$ cat config.mk
export PLATFORM = sky130hd
export DESIGN_NAME = mem_port_arbiter_flat
export DESIGN_NICKNAME = d
export VERILOG_FILES = /design/src/rtl/mem_port_arbiter_if.sv /design/src/rtl/mem_port_arbiter.sv /design/src/flat_wrapper.sv
export SDC_FILE = /design/constraint.sdc
export NUM_CORES = 1
export LEC_CHECK = 0
export BUFFER_PORTS_ARGS = -buffer_cell sky130_fd_sc_hd__buf_2
export CAP_MARGIN = 5
export CELL_PAD_IN_SITES_DETAIL_PLACEMENT = 1
export CELL_PAD_IN_SITES_GLOBAL_PLACEMENT = 1
export CORE_MARGIN = 4
export CORE_UTILIZATION = 40
export CTS_CLUSTER_DIAMETER = 40
export DETAILED_ROUTE_END_ITERATION = 6
export PLACE_DENSITY_LB_ADDON = 0.1
export REMOVE_ABC_BUFFERS = 1
export SYNTH_ARGS = -nofsm -noshare
export SYNTH_HDL_FRONTEND = slang
export SYNTH_SLANG_ARGS = --single-unit
$ cat constraint.sdc
create_clock -name clk -period 3.8 [get_ports clk]
set_input_delay 0 -clock clk [delete_from_list [all_inputs] [get_ports clk]]
set_output_delay 0 -clock clk [all_outputs]
set_load 0.05 [all_outputs]
$ cat src/rtl/mem_port_arbiter_if.sv
// ---------------------------------------------------------------------------
// mem_port_arbiter_if
//
// Purpose:
//   Bundles the signals between the pipeline's two memory ports (IF fetch and
//   MEM load/store), the shared single-ported memory and the hazard unit
//   (stall lines). Clock and reset are not part of the bundle; they stay
//   plain ports on each module.
//
// Signal summary (direction as seen by the arbiter, modport "slave"):
//   if_req     in   fetch request, held with if_addr until if_ack
//   if_addr    in   fetch byte address
//   if_rdata   out  fetched instruction, valid while if_ack=1
//   if_ack     out  one-cycle fetch completion
//   dm_read    in   MemRead from the MEM stage
//   dm_write   in   MemWrite from the MEM stage
//   dm_addr    in   data byte address
//   dm_wdata   in   store data
//   dm_wstrb   in   store byte enables
//   dm_rdata   out  load data, valid while dm_ack=1
//   dm_ack     out  one-cycle data completion
//   mem_en     out  memory issue strobe, one cycle per access
//   mem_we     out  write qualifier for mem_en
//   mem_wstrb  out  byte enables to memory
//   mem_addr   out  memory byte address
//   mem_wdata  out  memory write data
//   mem_rdata  in   memory read data
//   stall_if   out  fetch port still waiting
//   stall_mem  out  data port still waiting
//
// Modports:
//   slave  - the arbiter
//   master - the environment (pipeline stages + memory model)
// ---------------------------------------------------------------------------
interface mem_port_arbiter_if #(
    parameter int ADDR_W = 9,
    parameter int DATA_W = 32
);
    // Fetch port
    logic              if_req;
    logic [ADDR_W-1:0] if_addr;
    logic [DATA_W-1:0] if_rdata;
    logic              if_ack;

    // Data port
    logic              dm_read;
    logic              dm_write;
    logic [ADDR_W-1:0] dm_addr;
    logic [DATA_W-1:0] dm_wdata;
    logic [3:0]        dm_wstrb;
    logic [DATA_W-1:0] dm_rdata;
    logic              dm_ack;

    // Memory side
    logic              mem_en;
    logic              mem_we;
    logic [3:0]        mem_wstrb;
    logic [ADDR_W-1:0] mem_addr;
    logic [DATA_W-1:0] mem_wdata;
    logic [DATA_W-1:0] mem_rdata;

    // Hazard unit
    logic              stall_if;
    logic              stall_mem;

    modport slave (
        input  if_req, if_addr,
        output if_rdata, if_ack,
        input  dm_read, dm_write, dm_addr, dm_wdata, dm_wstrb,
        output dm_rdata, dm_ack,
        output mem_en, mem_we, mem_wstrb, mem_addr, mem_wdata,
        input  mem_rdata,
        output stall_if, stall_mem
    );

    modport master (
        output if_req, if_addr,
        input  if_rdata, if_ack,
        output dm_read, dm_write, dm_addr, dm_wdata, dm_wstrb,
        input  dm_rdata, dm_ack,
        input  mem_en, mem_we, mem_wstrb, mem_addr, mem_wdata,
        output mem_rdata,
        input  stall_if, stall_mem
    );
endinterface

$ cat src/rtl/mem_port_arbiter.sv
// ---------------------------------------------------------------------------
// mem_port_arbiter
//
// Purpose:
//   Shares one single-ported, fixed-latency unified instruction/data memory
//   between the IF stage (fetch) and the MEM stage (loads/stores). One access
//   is in flight at a time. Each access goes IDLE (grant) -> ISSUE (mem_en
//   pulse) -> WAIT (count down the memory latency) -> completion, where the
//   owning port gets a one-cycle ack with read data passed straight through
//   from the memory. The stall lines tell the hazard logic to freeze a stage
//   until its access completes.
//
// Parameters:
//   ADDR_W   byte-address width presented to the memory
//   DATA_W   data word width
//   MEM_LAT  cycles from the mem_en cycle to valid mem_rdata (1..15)
//
// Ports:
//   clk    in  rising-edge clock
//   reset  in  asynchronous active-high reset
//   bus    slave modport of mem_port_arbiter_if (fetch port, data port,
//          memory side and stall lines)
// ---------------------------------------------------------------------------
module mem_port_arbiter #(
    parameter int ADDR_W  = 9,
    parameter int DATA_W  = 32,
    parameter int MEM_LAT = 2
) (
    input  logic                clk,
    input  logic                reset,
    mem_port_arbiter_if.slave   bus
);

    localparam int CNT_W = 4;
    // Value loaded in ISSUE; the completion cycle is the WAIT cycle where the
    // counter reads zero, i.e. exactly MEM_LAT cycles after the mem_en cycle.
    localparam logic [CNT_W-1:0] CNT_LOAD = CNT_W'(MEM_LAT - 1);

    typedef enum logic [1:0] {
        IDLE  = 2'd0,
        ISSUE = 2'd1,
        WAIT  = 2'd2
    } state_t;

    typedef enum logic {
        OWN_IF = 1'b0,
        OWN_DM = 1'b1
    } owner_t;

    // -----------------------------------------------------------------------
    // State
    // -----------------------------------------------------------------------
    state_t             state_q,     state_d;
    logic [CNT_W-1:0]   cnt_q,       cnt_d;
    logic               last_dm_q,   last_dm_d;
    owner_t             owner_q,     owner_d;
    logic               mem_en_q,    mem_en_d;
    logic               mem_we_q,    mem_we_d;
    logic [3:0]         mem_wstrb_q, mem_wstrb_d;
    logic [ADDR_W-1:0]  mem_addr_q,  mem_addr_d;
    logic [DATA_W-1:0]  mem_wdata_q, mem_wdata_d;
    logic [DATA_W-1:0]  if_rdata_q,  if_rdata_d;
    logic [DATA_W-1:0]  dm_rdata_q,  dm_rdata_d;

    // -----------------------------------------------------------------------
    // Request decode and arbitration
    // -----------------------------------------------------------------------
    logic dm_req;
    logic done;
    logic grant_dm;
    logic grant_if;
    logic if_ack_c;
    logic dm_ack_c;

    always_comb begin
        dm_req   = bus.dm_read | bus.dm_write;
        done     = (state_q == WAIT) && (cnt_q == '0);

        // DM has priority on a tie unless it owned the previous access, so
        // neither port can be starved while both keep requesting.
        grant_dm = dm_req && (!bus.if_req || !last_dm_q);
        grant_if = bus.if_req && !grant_dm;

        // An owner that withdrew its request (e.g. fetch flushed by a taken
        // branch) still lets the access finish, but gets no ack.
        if_ack_c = done && (owner_q == OWN_IF) && bus.if_req;
        dm_ack_c = done && (owner_q == OWN_DM) && dm_req;
    end

    // -----------------------------------------------------------------------
    // Next-state and datapath logic
    // -----------------------------------------------------------------------
    always_comb begin
        state_d     = state_q;
        cnt_d       = cnt_q;
        last_dm_d   = last_dm_q;
        owner_d     = owner_q;
        mem_en_d    = 1'b0;
        mem_we_d    = mem_we_q;
        mem_wstrb_d = mem_wstrb_q;
        mem_addr_d  = mem_addr_q;
        mem_wdata_d = mem_wdata_q;
        if_rdata_d  = if_rdata_q;
        dm_rdata_d  = dm_rdata_q;

        unique case (state_q)
            IDLE: begin
                if (grant_dm) begin
                    state_d     = ISSUE;
                    mem_en_d    = 1'b1;
                    owner_d     = OWN_DM;
                    mem_addr_d  = bus.dm_addr;
                    // MemRead and MemWrite together is treated as a store.
                    mem_we_d    = bus.dm_write;
                    mem_wstrb_d = bus.dm_write ? bus.dm_wstrb : 4'b0000;
                    mem_wdata_d = bus.dm_wdata;
                end else if (grant_if) begin
                    state_d     = ISSUE;
                    mem_en_d    = 1'b1;
                    owner_d     = OWN_IF;
                    mem_addr_d  = bus.if_addr;
                    mem_we_d    = 1'b0;
                    mem_wstrb_d = 4'b0000;
                    mem_wdata_d = '0;
                end
            end

            ISSUE: begin
                // With MEM_LAT=1 the load value is zero, so the very next
                // WAIT cycle is already the completion cycle.
                cnt_d   = CNT_LOAD;
                state_d = WAIT;
            end

            WAIT: begin
                if (cnt_q == '0) begin
                    // Completion: never grant here, always pass through IDLE.
                    state_d   = IDLE;
                    last_dm_d = (owner_q == OWN_DM);
                    if (if_ack_c) begin
                        if_rdata_d = bus.mem_rdata;
                    end
                    if (dm_ack_c) begin
                        dm_rdata_d = bus.mem_rdata;
                    end
                end else begin
                    cnt_d = cnt_q - 1'b1;
                end
            end

            default: begin
                state_d = IDLE;
            end
        endcase
    end

    // -----------------------------------------------------------------------
    // State register
    // -----------------------------------------------------------------------
    always_ff @(posedge clk or posedge reset) begin
        if (reset) begin
            state_q     <= IDLE;
            cnt_q       <= '0;
            last_dm_q   <= 1'b0;
            owner_q     <= OWN_IF;
            mem_en_q    <= 1'b0;
            mem_we_q    <= 1'b0;
            mem_wstrb_q <= 4'b0000;
            mem_addr_q  <= '0;
            mem_wdata_q <= '0;
            if_rdata_q  <= '0;
            dm_rdata_q  <= '0;
        end else begin
            state_q     <= state_d;
            cnt_q       <= cnt_d;
            last_dm_q   <= last_dm_d;
            owner_q     <= owner_d;
            mem_en_q    <= mem_en_d;
            mem_we_q    <= mem_we_d;
            mem_wstrb_q <= mem_wstrb_d;
            mem_addr_q  <= mem_addr_d;
            mem_wdata_q <= mem_wdata_d;
            if_rdata_q  <= if_rdata_d;
            dm_rdata_q  <= dm_rdata_d;
        end
    end

    // -----------------------------------------------------------------------
    // Outputs
    // -----------------------------------------------------------------------
    // mem_en_q is set only on the grant edge, so it is high exactly in ISSUE.
    assign bus.mem_en    = mem_en_q;
    assign bus.mem_we    = mem_we_q;
    assign bus.mem_wstrb = mem_wstrb_q;
    assign bus.mem_addr  = mem_addr_q;
    assign bus.mem_wdata = mem_wdata_q;

    assign bus.if_ack    = if_ack_c;
    assign bus.dm_ack    = dm_ack_c;

    // Owner sees memory data the same cycle it arrives; otherwise each port
    // shows the last value it was handed.
    assign bus.if_rdata  = if_ack_c ? bus.mem_rdata : if_rdata_q;
    assign bus.dm_rdata  = dm_ack_c ? bus.mem_rdata : dm_rdata_q;

    // Combinational so a stage is released in the same cycle as its ack.
    assign bus.stall_if  = bus.if_req & ~if_ack_c;
    assign bus.stall_mem = dm_req & ~dm_ack_c;

endmodule
$ cat src/flat_wrapper.sv
// flat-port wrapper written by rule: the top's interface ports become plain ports
module mem_port_arbiter_flat 
#(
    parameter int ADDR_W  = 9,
    parameter int DATA_W  = 32,
    parameter int MEM_LAT = 2
)
  (clk, reset, bus_if_req, bus_if_addr, bus_if_rdata, bus_if_ack, bus_dm_read, bus_dm_write, bus_dm_addr, bus_dm_wdata, bus_dm_wstrb, bus_dm_rdata, bus_dm_ack, bus_mem_en, bus_mem_we, bus_mem_wstrb, bus_mem_addr, bus_mem_wdata, bus_mem_rdata, bus_stall_if, bus_stall_mem);
  mem_port_arbiter_if #(.ADDR_W(ADDR_W), .DATA_W(DATA_W)) bus_i ();
  input  logic clk;
  input  logic reset;
  input wire logic [$bits(bus_i.if_req)-1:0] bus_if_req;
  input wire logic [$bits(bus_i.if_addr)-1:0] bus_if_addr;
  output wire logic [$bits(bus_i.if_rdata)-1:0] bus_if_rdata;
  output wire logic [$bits(bus_i.if_ack)-1:0] bus_if_ack;
  input wire logic [$bits(bus_i.dm_read)-1:0] bus_dm_read;
  input wire logic [$bits(bus_i.dm_write)-1:0] bus_dm_write;
  input wire logic [$bits(bus_i.dm_addr)-1:0] bus_dm_addr;
  input wire logic [$bits(bus_i.dm_wdata)-1:0] bus_dm_wdata;
  input wire logic [$bits(bus_i.dm_wstrb)-1:0] bus_dm_wstrb;
  output wire logic [$bits(bus_i.dm_rdata)-1:0] bus_dm_rdata;
  output wire logic [$bits(bus_i.dm_ack)-1:0] bus_dm_ack;
  output wire logic [$bits(bus_i.mem_en)-1:0] bus_mem_en;
  output wire logic [$bits(bus_i.mem_we)-1:0] bus_mem_we;
  output wire logic [$bits(bus_i.mem_wstrb)-1:0] bus_mem_wstrb;
  output wire logic [$bits(bus_i.mem_addr)-1:0] bus_mem_addr;
  output wire logic [$bits(bus_i.mem_wdata)-1:0] bus_mem_wdata;
  input wire logic [$bits(bus_i.mem_rdata)-1:0] bus_mem_rdata;
  output wire logic [$bits(bus_i.stall_if)-1:0] bus_stall_if;
  output wire logic [$bits(bus_i.stall_mem)-1:0] bus_stall_mem;
  assign bus_i.if_req = bus_if_req;
  assign bus_i.if_addr = bus_if_addr;
  assign bus_if_rdata = bus_i.if_rdata;
  assign bus_if_ack = bus_i.if_ack;
  assign bus_i.dm_read = bus_dm_read;
  assign bus_i.dm_write = bus_dm_write;
  assign bus_i.dm_addr = bus_dm_addr;
  assign bus_i.dm_wdata = bus_dm_wdata;
  assign bus_i.dm_wstrb = bus_dm_wstrb;
  assign bus_dm_rdata = bus_i.dm_rdata;
  assign bus_dm_ack = bus_i.dm_ack;
  assign bus_mem_en = bus_i.mem_en;
  assign bus_mem_we = bus_i.mem_we;
  assign bus_mem_wstrb = bus_i.mem_wstrb;
  assign bus_mem_addr = bus_i.mem_addr;
  assign bus_mem_wdata = bus_i.mem_wdata;
  assign bus_i.mem_rdata = bus_mem_rdata;
  assign bus_stall_if = bus_i.stall_if;
  assign bus_stall_mem = bus_i.stall_mem;
  mem_port_arbiter #(.ADDR_W(ADDR_W), .DATA_W(DATA_W), .MEM_LAT(MEM_LAT)) u_core (.clk(clk), .reset(reset), .bus(bus_i));
endmodule
==> summary.md, run 1 <==
| Metric | Value |
|---|---|
| Clk Tree Root Cell | clkbuf_16 |
| PD cells | 989 mW/mm² |
| Clk slew on worst S/H paths | 50 ps |
| RSZ-0062 raised after global routing | no |
| Synth Register Bits | 119 |
| Worst-Margin Slew | 928 ps |
| Hold depth | 4 |
| Initial Util | 0.414 |
| Post-synth EDFFs | 0 |
| DRC Markers | 0 |
| Yosys cell types | 30 |
| Final instance area | 0.00840 mm² |
| Status | complete, no violations |
| Reg2reg path depth | 5 |
| Max-Cap Viols | 0 |
| Die area | 0.0165 mm² |
| Gr usage total | 0.199 |
| Mapped Cells | 371 |
| Final period utilization | 0.709 |
| Top cells by count, synth | dfrtp_1, mux2_4, mux2_2 |
| Minimum clock period | 2700 ps |
| Routed length per instance | 18.8 µm |
| FF+latch area | 0.00298 mm² |
| Setup Viol. Count Final | 0 |
| WP depth | 7 |
| Delay-heaviest family, CP | buffers and inverters |
| Die height | 129 µm |
| Global-route wire length before repair | 25.8 mm |
| Net count, final | 762 |
| Sequential fraction of the synthesis area | 0.512 |
| Slowest cell delay on critical path | 650 ps |
| # IOs | 206 |
| CTS tree | yes |
| Worst flop-to-flop path startpoint | u_core.last_dm_q |
| Area post-placement | 0.00697 mm² |
| GRT Residual Overflow | 0 |
| DPL Wire Length | 10.1 mm |
| Top cell type by total area after synthesis | dfrtp_1 |
| Clock Skew | 6.72 ps |
| Max frequency | 371 MHz |
| Leak pwr | 4.53 nW |
| Crit start category | register |
| Top cell type's share of synthesized area | 0.512 |
| Core area | 0.0140 mm² |
| Worst Setup End Kind | primary output |
| Worst Path Arrival | 2700 ps |
| TNS Setup | 0 ps |
| Post-cts sizing count | 0 |
| Post-DRT Antenna Nets | 0 |
| Area Growth Syn to Fin | 44.5% |
| Worst min-delay path class | in2reg |
| Cell Area, Synth | 0.00581 mm² |
| Skew-Pair Late Insertion Delay | 410 ps |
| CP Cell Sequence | inv_1 > ha_1 > nor4b_4 > nand4b_1 > buf_4 > mux2_4 > buf_2 |
| Worst IR Drop VDD | 569 µV |
| Final estimated routing congestion in global placement | 0.723 |
| Vias/cell | 5.00 |
| CP max FO | 49 |
| Initial antenna violation count | 1 |
| Area taken by multi-input logic gates | 0.00263 mm² |
| DR pass1 iterations | 5 |
| Htree depth | 4 |
| Vias in the first global route | 4830 |
| Layout cell share with drive strength beyond 1 | 0.575 |
| Inserted Clock Buffers | 17 |
| Post-CTS setup buffers | 0 |
| Final Max Tran Viols | 0 |
| Port buffer count | 205 |
| Synth warn | 0 |
| Largest cells by area after synthesis | dfrtp_1, mux2_4, mux2_2, a22o_1, buf_6 |
| Final wirelength | 16.1 mm |
| Die Span X | 129 µm |
| Sink Count | 119 |
| Buf/Inv on CP | 3 |
| WP data required | 3800 ps |
| Final Hold Vio Count | 0 |
| CTS max path bufs | 2 |
| Top-count cell post-synth | dfrtp_1 |
| Synth Flop Type | dfrtp_1 |
| Cell row count | 43 |
| Slowest CP cell | buf_4 |
| Max_slew headroom | 0.381 |
| Routed via count | 4305 |
| Post-synth ARST share | 1.00 |
| Hold path start | bus_dm_read |
| Syn Area/Cell | 15.7 µm² |
| Critical Path Source | u_core.cnt_q[1] |
| Fillers | 1399 |
| Initial drt markers | 180 |
| Setup CP Type | reg2out |
| Largest net degree at the start of global routing | 74 |
## timing repair
action | CTS | global route
hold endpoints to repair | 181 | 0
hold buffers | 91 | 0
setup endpoints to repair | 0 | 0
## final cells by class
class / count / area share
clock buffers: 26 / 0.0594
inverters: 8 / 0.00387
well taps: 180 / 0.0268
diodes: 1 / 0.000298
repair buffers: 304 / 0.239
multi-input cells: 219 / 0.313
clock inverters: 4 / 0.00238
flip-flops and latches: 119 / 0.355
## worst min-delay path, stage by stage
cell,delay (ps)
buf_2,130
o31ai_4,70
buf_4,250
inv_1,90
## state kept, by name, indices dropped and copies added (netlist names)
signal                flops
u_core.bus.mem_wstrb      4
u_core.last_dm_q          1
u_core.dm_rdata_q        32
u_core.state_q            2
u_core.bus.mem_en         1
u_core.bus.mem_we         1
u_core.cnt_q              4
u_core.bus.mem_wdata     32
u_core.bus.mem_addr       9
u_core.owner_q            1
u_core.if_rdata_q        32
## cell families after synthesis
group	Yosys count	share of synthesized area
adder cells (fa/ha/maj)	2	0.00431
AO/OA/AOI/OAI	52	0.0773
AND/OR/NAND/NOR	18	0.0209
flip-flops	119	0.512
buffers and inverters	33	0.0370
multiplexers	147	0.348
## power by group
group | leakage, nW | internal (mW) | switching (mW)
registers | 1.51 | 1.86 | 0.405
logic | 2.76 | 1.66 | 2.97
clock network | 0.260 | 0.889 | 0.525
## layout by cell type (no fill, tap or decap), types with 2 or more instances in the layout
master and count:
nand2b_1 2, buf_2 205, inv_1 6, clkinv_2 4, nor3b_1 2, a32o_1 6, dlygate4sd3_1 91, nand2_1 4
nand4b_1 2, nor2_1 2, nor3_1 2, dfrtp_1 119, a22o_1 36, ha_1 2, o21ai_0 2, mux2_4 98
clkbuf_16 17, mux2_2 49, clkbuf_8 4, clkbuf_1 5, buf_4 7
## path summary, 6_finish.rpt
kind	endpoint	slack [ps]
setup / recovery	bus_dm_rdata[14]	1100
hold / removal	u_core.bus.mem_en	190
max in group asynchronous	u_core.if_rdata_q[30]	2540
hold reg to reg	u_core.bus.mem_wdata[18]	500
min in group asynchronous	u_core.bus.mem_wdata[8]	350
setup reg to reg	u_core.bus.mem_wstrb[1]	1500
## stage by stage
step / util / worst slack [ps] / cells / total power, mW / hold slack (ps)
2_1_floorplan: - / -1230 / 346 / 5.84 / 133
3_3_place_gp: 0.496 / 1630 / 739 / 6.67 / 217
3_5_place_dp: 0.496 / 1540 / 739 / 6.78 / 226
4_1_cts: 0.598 / 1090 / 860 / 8.35 / 173
5_1_grt: 0.598 / 966 / 861 / 8.71 / 206
6_report: 0.598 / 1100 / 861 / 8.31 / 193
## per-layer routing
| metal | up-vias | wire length, µm | global-route usage | part of all wire |
|---|---|---|---|---|
| li1 | 1964 | - | - | - |
| met1 | 2131 | 6630 | 0.244 | 0.41 |
| met2 | 180 | 7780 | 0.323 | 0.48 |
| met3 | 30 | 1390 | 0.0726 | 0.086 |
| met4 | 0 | 353 | 0.0772 | 0.022 |
| met5 | - | 0 | 0 | 0 |
Power figures use the tool's default switching activity.
==> inputs of run 2 (changes only) <==
- ABC_AREA: default -> 1
- CORE_UTILIZATION: 40 -> 35
- clock period: 3.8 -> 2.8 ns (I/O delays scaled with it)
==> run 2 against run 1 <==
  * Hold slack lost 36 ps
  * Clock skew grew 3.1 ps
  * Global-route usage grew 2.2 points
  * Via count grew 29%
  * Critical endpoint is now bus_if_rdata[19]
  * Die area grew 7.2%
  * Clock power grew 66%
  * Cell count grew 34%
  * Sequential share of layout area grew 0.91 points
  * Register-to-register slack lost 750 ps
  * Synthesized cell count grew 73%
  * Count of clock-buffer cells in the layout shrank 3
==> summary.md, run 2 <==
| Metric | Value |
|---|---|
| Post-synth EDFFs | 0 (unchanged) |
| PD cells | 1310 mW/mm² (+33%) |
| Area post-placement | 0.00665 mm² (-4.5%) |
| Top cells by count, synth | nand2_1, dfrtp_1, nand3_1 |
| Top-count cell post-synth | nand2_1 |
| DPL Wire Length | 12.1 mm (+21%) |
| Slowest cell delay on critical path | 470 ps (-180 ps) |
| Hold WS | 157 ps (-36.4 ps) |
| Crit start category | register |
| Setup Viol. Count Final | 0 (unchanged) |
| Routed via count | 5560 (+29%) |
| Inserted Clock Buffers | 17 (unchanged) |
| Cell Area, Synth | 0.00548 mm² (-5.7%) |
| TNS Setup | 0 ps (unchanged) |
| Gr usage total | 0.221 (+0.0218) |
| Synth warn | 0 (unchanged) |
| Top cell type's share of synthesized area | 0.544 (+0.0312) |
| Synth Flop Type | dfrtp_1 |
| Final period utilization | 0.897 |
| Sink Count | 119 (unchanged) |
| Most common cell after layout, fill and taps aside | nand2_1 |
| Commonest cells after routing, fill and taps aside | nand2_1, buf_2, dfrtp_1 |
| Global-route wire length before repair | 31.6 mm (+22%) |
| Htree depth | 4 (unchanged) |
| Worst IR Drop VDD | 748 µV (+31%) |
| Syn Area/Cell | 8.56 µm² (-45%) |
| Vias/cell | 4.83 (-3.4%) |
| Area Growth Syn to Fin | 49.5% |
| Final estimated routing congestion in global placement | 0.782 (+8.2%) |
| Post-synth ARST share | 1.00 (unchanged) |
| Final instance area | 0.00819 mm² (-2.5%) |
| Vias in the first global route | 6184 (+28%) |
| Yosys cell types | 24 (-20%) |
| Worst-Margin Slew | 808 ps (-120 ps) |
| Die area | 0.0177 mm² (+7.2%) |
| Core area | 0.0153 mm² (+8.7%) |
| Post-CTS setup buffers | 0 (unchanged) |
| GRT Residual Overflow | 0 (unchanged) |
| Area taken by multi-input logic gates | 0.00220 mm² (-16%) |
| Largest net degree at the start of global routing | 56 (-24%) |
| FF+latch area | 0.00298 mm² (about the same) |
| Clock Skew | 9.80 ps (+3.08 ps) |
| Top cell by count, worst path | nand2_1 |
| Worst min-delay path class | in2async |
| Fin cells | 1151 (+34%) |
| Port buffer count | 205 (unchanged) |
| Die Span X | 133 µm (+3.5%) |
| Post-DRT Antenna Nets | 0 (unchanged) |
| Initial antenna violation count | 0 (-1) |
| Initial drt markers | 192 (+6.7%) |
| CTS tree | yes |
| Final Hold Vio Count | 0 (unchanged) |
| Setup CP Type | reg2out |
| Mapped Cells | 640 (+73%) |
| CP max FO | 46 (-6.1%) |
| Worst Setup End Kind | primary output |
| Clk Tree Root Cell | clkbuf_16 |
| Net count, final | 1019 (+34%) |
| Minimum clock period | 2510 ps |
| Worst Path Arrival | 2510 ps (-190 ps) |
| Placed cells | 1028 (+39%) |
| Buf/Inv on CP | 3 (unchanged) |
| Leak pwr | 4.80 nW (+6.1%) |
| Synth Register Bits | 119 (unchanged) |
| Status | complete, no violations |
| Skew-Pair Late Insertion Delay | 410 ps (about the same) |
| RSZ-0062 raised after global routing | no |
| Max-Cap Viols | 0 (unchanged) |
| Initial Util | 0.359 (-0.0549) |
| CP Cell Sequence | inv_1 > ha_1 > nand2_1 > nor2_4 > buf_4 > nand4_1 > nand2_1 > buf_2 |
| Routed length per instance | 16.8 µm (-11%) |
| WP data required | 2800 ps (-1000 ps) |
| Top cell type by total area after synthesis | dfrtp_1 |
| Die height | 133 µm (+3.5%) |
| Sequential fraction of the synthesis area | 0.544 (+0.0312) |
| Largest cells by area after synthesis | dfrtp_1, nand2_1, nand4_2, nand4_1, nand3_1 |
| Max frequency | 398 MHz |
| Delay-heaviest family, CP | buffers and inverters |
| Slowest CP cell | buf_4 |
| CTS max path bufs | 2 (unchanged) |
| DR pass1 iterations | 4 (-1) |
| DRC Markers | 0 (unchanged) |
| Final wirelength | 19.3 mm (+20%) |
| # IOs | 206 (unchanged) |
| Max_slew headroom | 0.461 (+0.0794) |
| Clk slew on worst S/H paths | 60 ps (about the same) |
| Final Max Tran Viols | 0 (unchanged) |
| Fillers | 1845 (+32%) |
| Layout cell share with drive strength beyond 1 | 0.309 (-0.266) |
| Cell row count | 45 (+4.7%) |
[run 2: cell types whose count changed in the layout (fill, tap and decap cells not counted), sizes merged, moves of 3 or more]
cell,delta
a22o,-36
a32o,-6
buf,+5
bufinv,+4
clkbuf,-3
inv,+9
mux2,-147
nand2,+333
nand3,+40
nand4,+67
nor2,+4
o21ai,+3
[run 2: cells by family after synthesis]
group,after synthesis,share of synthesized area
AO/OA/AOI/OAI,9,0.00937
XOR/XNOR,1,0.00160
adder cells (fa/ha/maj),2,0.00457
buffers and inverters,58,0.0553
flip-flops,119,0.544
AND/OR/NAND/NOR,451,0.386
[run 2: final timing paths]
path | startpoint | endpoint | slack [ps] | cells past startpoint
hold reg to reg | u_core.if_rdata_q[8] | u_core.if_rdata_q[8] | 460 | 2
setup / recovery | u_core.cnt_q[0] | bus_if_rdata[19] | 290 | 8
hold / removal | reset | u_core.bus.mem_wdata[0] | 160 | 3
setup reg to reg | u_core.last_dm_q | u_core.bus.mem_addr[1] | 750 | 8
min in group clk | bus_dm_wdata[13] | u_core.bus.mem_wdata[13] | 350 | 4
max in group asynchronous | reset | u_core.owner_q | 1810 | 4
[run 2: worst register-to-register path, stage by stage, from the launching register on]
cell and delay, ps:
dfrtp_1 380, nand2_1 70, nand2_1 290, inv_6 390
nand2_1 110, nand2_1 70, dlygate4sd3_1 550, nand2_1 60
nand2_1 80
[run 2: power by group]
group	switching (mW)	leakage, nW	internal, mW	total [mW]
logic	4.45	2.96	1.21	5.66
clock network	0.764	0.317	1.58	2.34
registers	0.333	1.52	2.43	2.76
total	5.55	4.80	5.21	10.8
[run 2: cell type report]
| cell class | instances | area share |
|---|---|---|
| diodes | 1 | 0.000305 |
| clock buffers | 23 | 0.0596 |
| clock inverters | 9 | 0.0177 |
| inverters | 17 | 0.00871 |
| multi-input cells | 463 | 0.269 |
| flip-flops and latches | 119 | 0.364 |
| well taps | 211 | 0.0322 |
| repair buffers | 308 | 0.249 |
[run 2: through the flow]
| stage | utilization | setup WS (ps) | total power, mW |
|---|---|---|---|
| 2_1_floorplan | - | -357 | 6.78 |
| 3_3_place_gp | 0.436 | 803 | 8.18 |
| 3_5_place_dp | 0.436 | 669 | 8.32 |
| 4_1_cts | 0.536 | 58.0 | 10.8 |
| 5_1_grt | 0.537 | 52.9 | 11.4 |
| 6_report | 0.537 | 289 | 10.8 |
[run 2: timing repair]
action | in CTS | in global routing
gates resized for setup | 0 | 3
endpoints found under the hold margin | 143 | 0
hold buffers | 90 | 0
endpoints found under the setup margin | 0 | 8
[run 2: metal layers]
layer	GRT usage	vias to the layer above	wire, µm
met5	0	-	0
met4	0.0726	0	204
met3	0.0676	18	1420
met2	0.377	171	9660
met1	0.268	2715	8030
li1	-	2656	-
==> inputs of run 3 (changes only) <==
- CORE_MARGIN: 4 -> 1
- GPL_ROUTABILITY_DRIVEN: default -> 0
==> run 3 against run 2 <==
  * Critical path depth rose by 3
  * Routed wire length fell by 3.2%
  * Hold slack improved by 46 ps
  * Non-clock buffer count fell by 2
  * Maximum frequency fell by 1.8%
  * Count of clock-buffer cells in the layout rose by 3
  * Flip-flop and latch count did not move
  * Global-route usage rose by 2.3 points
  * Via count rose by 1.0%
  * Clock skew fell by 2.5 ps
  * Register-to-register slack got worse by 170 ps
  * Critical path type is now in2reg
  * Die area fell by 8.8%
==> summary.md, run 3 (synthesis results as in run 2) <==
| Metric | Value |
|---|---|
| Final instance area | 0.00811 mm² (-1.0%) |
| Final Hold Vio Count | 0 (unchanged) |
| Max-Cap Viols | 0 (unchanged) |
| CP max FO | 42 (-8.7%) |
| Capturing point of the worst reg2reg path | u_core.bus.mem_addr[8] |
| Die Span X | 127 µm (-4.5%) |
| Layout cell share with drive strength beyond 1 | 0.305 (-0.00370) |
| Post-CTS setup buffers | 0 (unchanged) |
| Global-route wire length before repair | 30.6 mm (-3.1%) |
| Initial Util | 0.359 (unchanged) |
| Hold path start | bus_if_req |
| Area post-placement | 0.00666 mm² (about the same) |
| Vias/cell | 4.91 (+1.6%) |
| Inserted Clock Buffers | 17 (unchanged) |
| Net count, final | 1017 (-0.20%) |
| Status | complete, no violations |
| Setup Viol. Count Final | 0 (unchanged) |
| WP data required | 3150 ps (+350 ps) |
| Commonest cells after routing, fill and taps aside | nand2_1, buf_2, dfrtp_1 |
| Clk slew on worst S/H paths | 50 ps (about the same) |
| Core area | 0.0153 mm² (unchanged) |
| Worst-Margin Slew | 781 ps (-26.8 ps) |
| Routed length per instance | 16.3 µm (-2.7%) |
| CTS max path bufs | 2 (unchanged) |
| Gr usage total | 0.245 (+0.0234) |
| Vias in the first global route | 6158 (-0.42%) |
| Total power | 10.5 mW (-2.5%) |
| RSZ-0062 raised after global routing | no |
| Crit start category | primary input |
| Worst min-delay path class | in2reg |
| Setup CP Type | in2reg |
| Leak pwr | 4.76 nW (-0.83%) |
| Final setup margin | 242 ps (-47.1 ps) |
| Largest net degree at the start of global routing | 58 (+3.6%) |
| Skew-Pair Late Insertion Delay | 420 ps (about the same) |
| Dpl ws | 768 ps (+99.8 ps) |
| CTS tree | yes |
| Post-DRT Antenna Nets | 0 (unchanged) |
| Reg2reg path depth | 8 (unchanged) |
| Htree depth | 4 (unchanged) |
| Area Growth Syn to Fin | 48.0% |
| Port buffer count | 205 (unchanged) |
| Hold depth | 3 |
| # IOs | 206 (unchanged) |
| Cell row count | 45 (unchanged) |
| Sink Count | 119 (unchanged) |
| Die height | 127 µm (-4.5%) |
| Final period utilization | 0.914 (+0.0168) |
| Final Max Tran Viols | 0 (unchanged) |
| Initial drt markers | 190 (-1.0%) |
| Worst IR Drop VDD | 666 µV (-11%) |
| Die area | 0.0162 mm² (-8.8%) |
| ANT cells | 0 (-1) |
| Clk Tree Root Cell | clkbuf_16 |
| Hold Path Sink | u_core.if_rdata_q[4] |
| Worst Path Arrival | 2910 ps (+400 ps) |
| Max_slew headroom | 0.478 (+0.0179) |
| DR pass1 iterations | 4 (unchanged) |
| Routed via count | 5618 (+1.0%) |
| DRC Markers | 0 (unchanged) |
| Max frequency | 391 MHz (-1.8%) |
| GRT Residual Overflow | 0 (unchanged) |
| Most common cell after layout, fill and taps aside | nand2_1 |
| Final wirelength | 18.7 mm (-3.2%) |
| DPL Wire Length | 11.6 mm (-4.7%) |
| Worst flop-to-flop path startpoint | u_core.last_dm_q |
| PD cells | 1290 mW/mm² (-1.5%) |
| Worst Setup End Kind | register |
| Initial antenna violation count | 0 (unchanged) |
| Clock Skew | 7.33 ps (-2.47 ps) |
| Reg2reg setup slack | 580 ps (-170 ps) |
| Minimum clock period | 2560 ps (+47.1 ps) |
## run 3: worst max-delay path: stages
cell and delay [ps]:
dlygate4sd3_1 520, buf_2 110, inv_1 60, nand2_2 370
nand2_1 420, inv_4 470, nand2_1 140, nand2_1 110
dlygate4sd3_1 570, nand2_1 50, nand2_1 70
## run 3: worst max path at each step
| stage | startpoint | end | slack (ps) | depth (start not counted) |
|---|---|---|---|---|
| finish | bus_dm_write | u_core.bus.mem_addr[8] | 240 | 11 |
| global route | bus_dm_write | u_core.bus.mem_addr[8] | 40 | 11 |
| CTS | bus_dm_write | u_core.bus.mem_addr[8] | 130 | 11 |
| detailed placement | bus_dm_write | u_core.bus.mem_addr[8] | 770 | 9 |
| global placement | u_core.cnt_q[0] | bus_if_rdata[28] | 870 | 9 |
| floorplan | reset | u_core.bus.mem_addr[0] | -360 | 1 |
## run 3: cell type report
cell class                      instances  area (µm²)
Clock inverter                          3        40.0
Timing Repair Buffer                  306        2030
Clock buffer                           26         519
Inverter                               17        68.8
Fill cell                            1832        7150
Tap cell                              211         264
Sequential cell                       119        2980
Multi-Input combinational cell        463        2200
## run 3: metrics by stage
stage	TNS, ps	hold slack, ps	cells	utilization
final	0	203	1145	0.531
after global routing	0	212	1145	0.531
after CTS	0	182	1145	0.531
after detailed placement	0	203	1027	0.436
after global placement	0	205	1027	0.436
after floorplan	-45380	138	599	-
## run 3: repair_timing
action,4_1_cts,5_1_grt
setup endpoints to repair,0,9
resized for setup,0,2
endpoints found under the hold margin,165,0
hold buffers,89,0
## run 3: layer usage
| layer | share of wire | global-route usage | wire length [µm] |
|---|---|---|---|
| met1 | 0.43 | 0.286 | 8020 |
| met2 | 0.49 | 0.431 | 9230 |
| met3 | 0.059 | 0.0611 | 1110 |
| met4 | 0.018 | 0.0945 | 342 |
| met5 | 0 | 0 | 0 |
## run 3: where the power goes
| group | internal, mW | leakage [nW] | switching (mW) |
|---|---|---|---|
| combinational | 1.21 | 2.96 | 4.42 |
| sequential | 2.43 | 1.52 | 0.363 |
| clock | 1.34 | 0.278 | 0.737 |
| total | 4.98 | 4.76 | 5.52 |
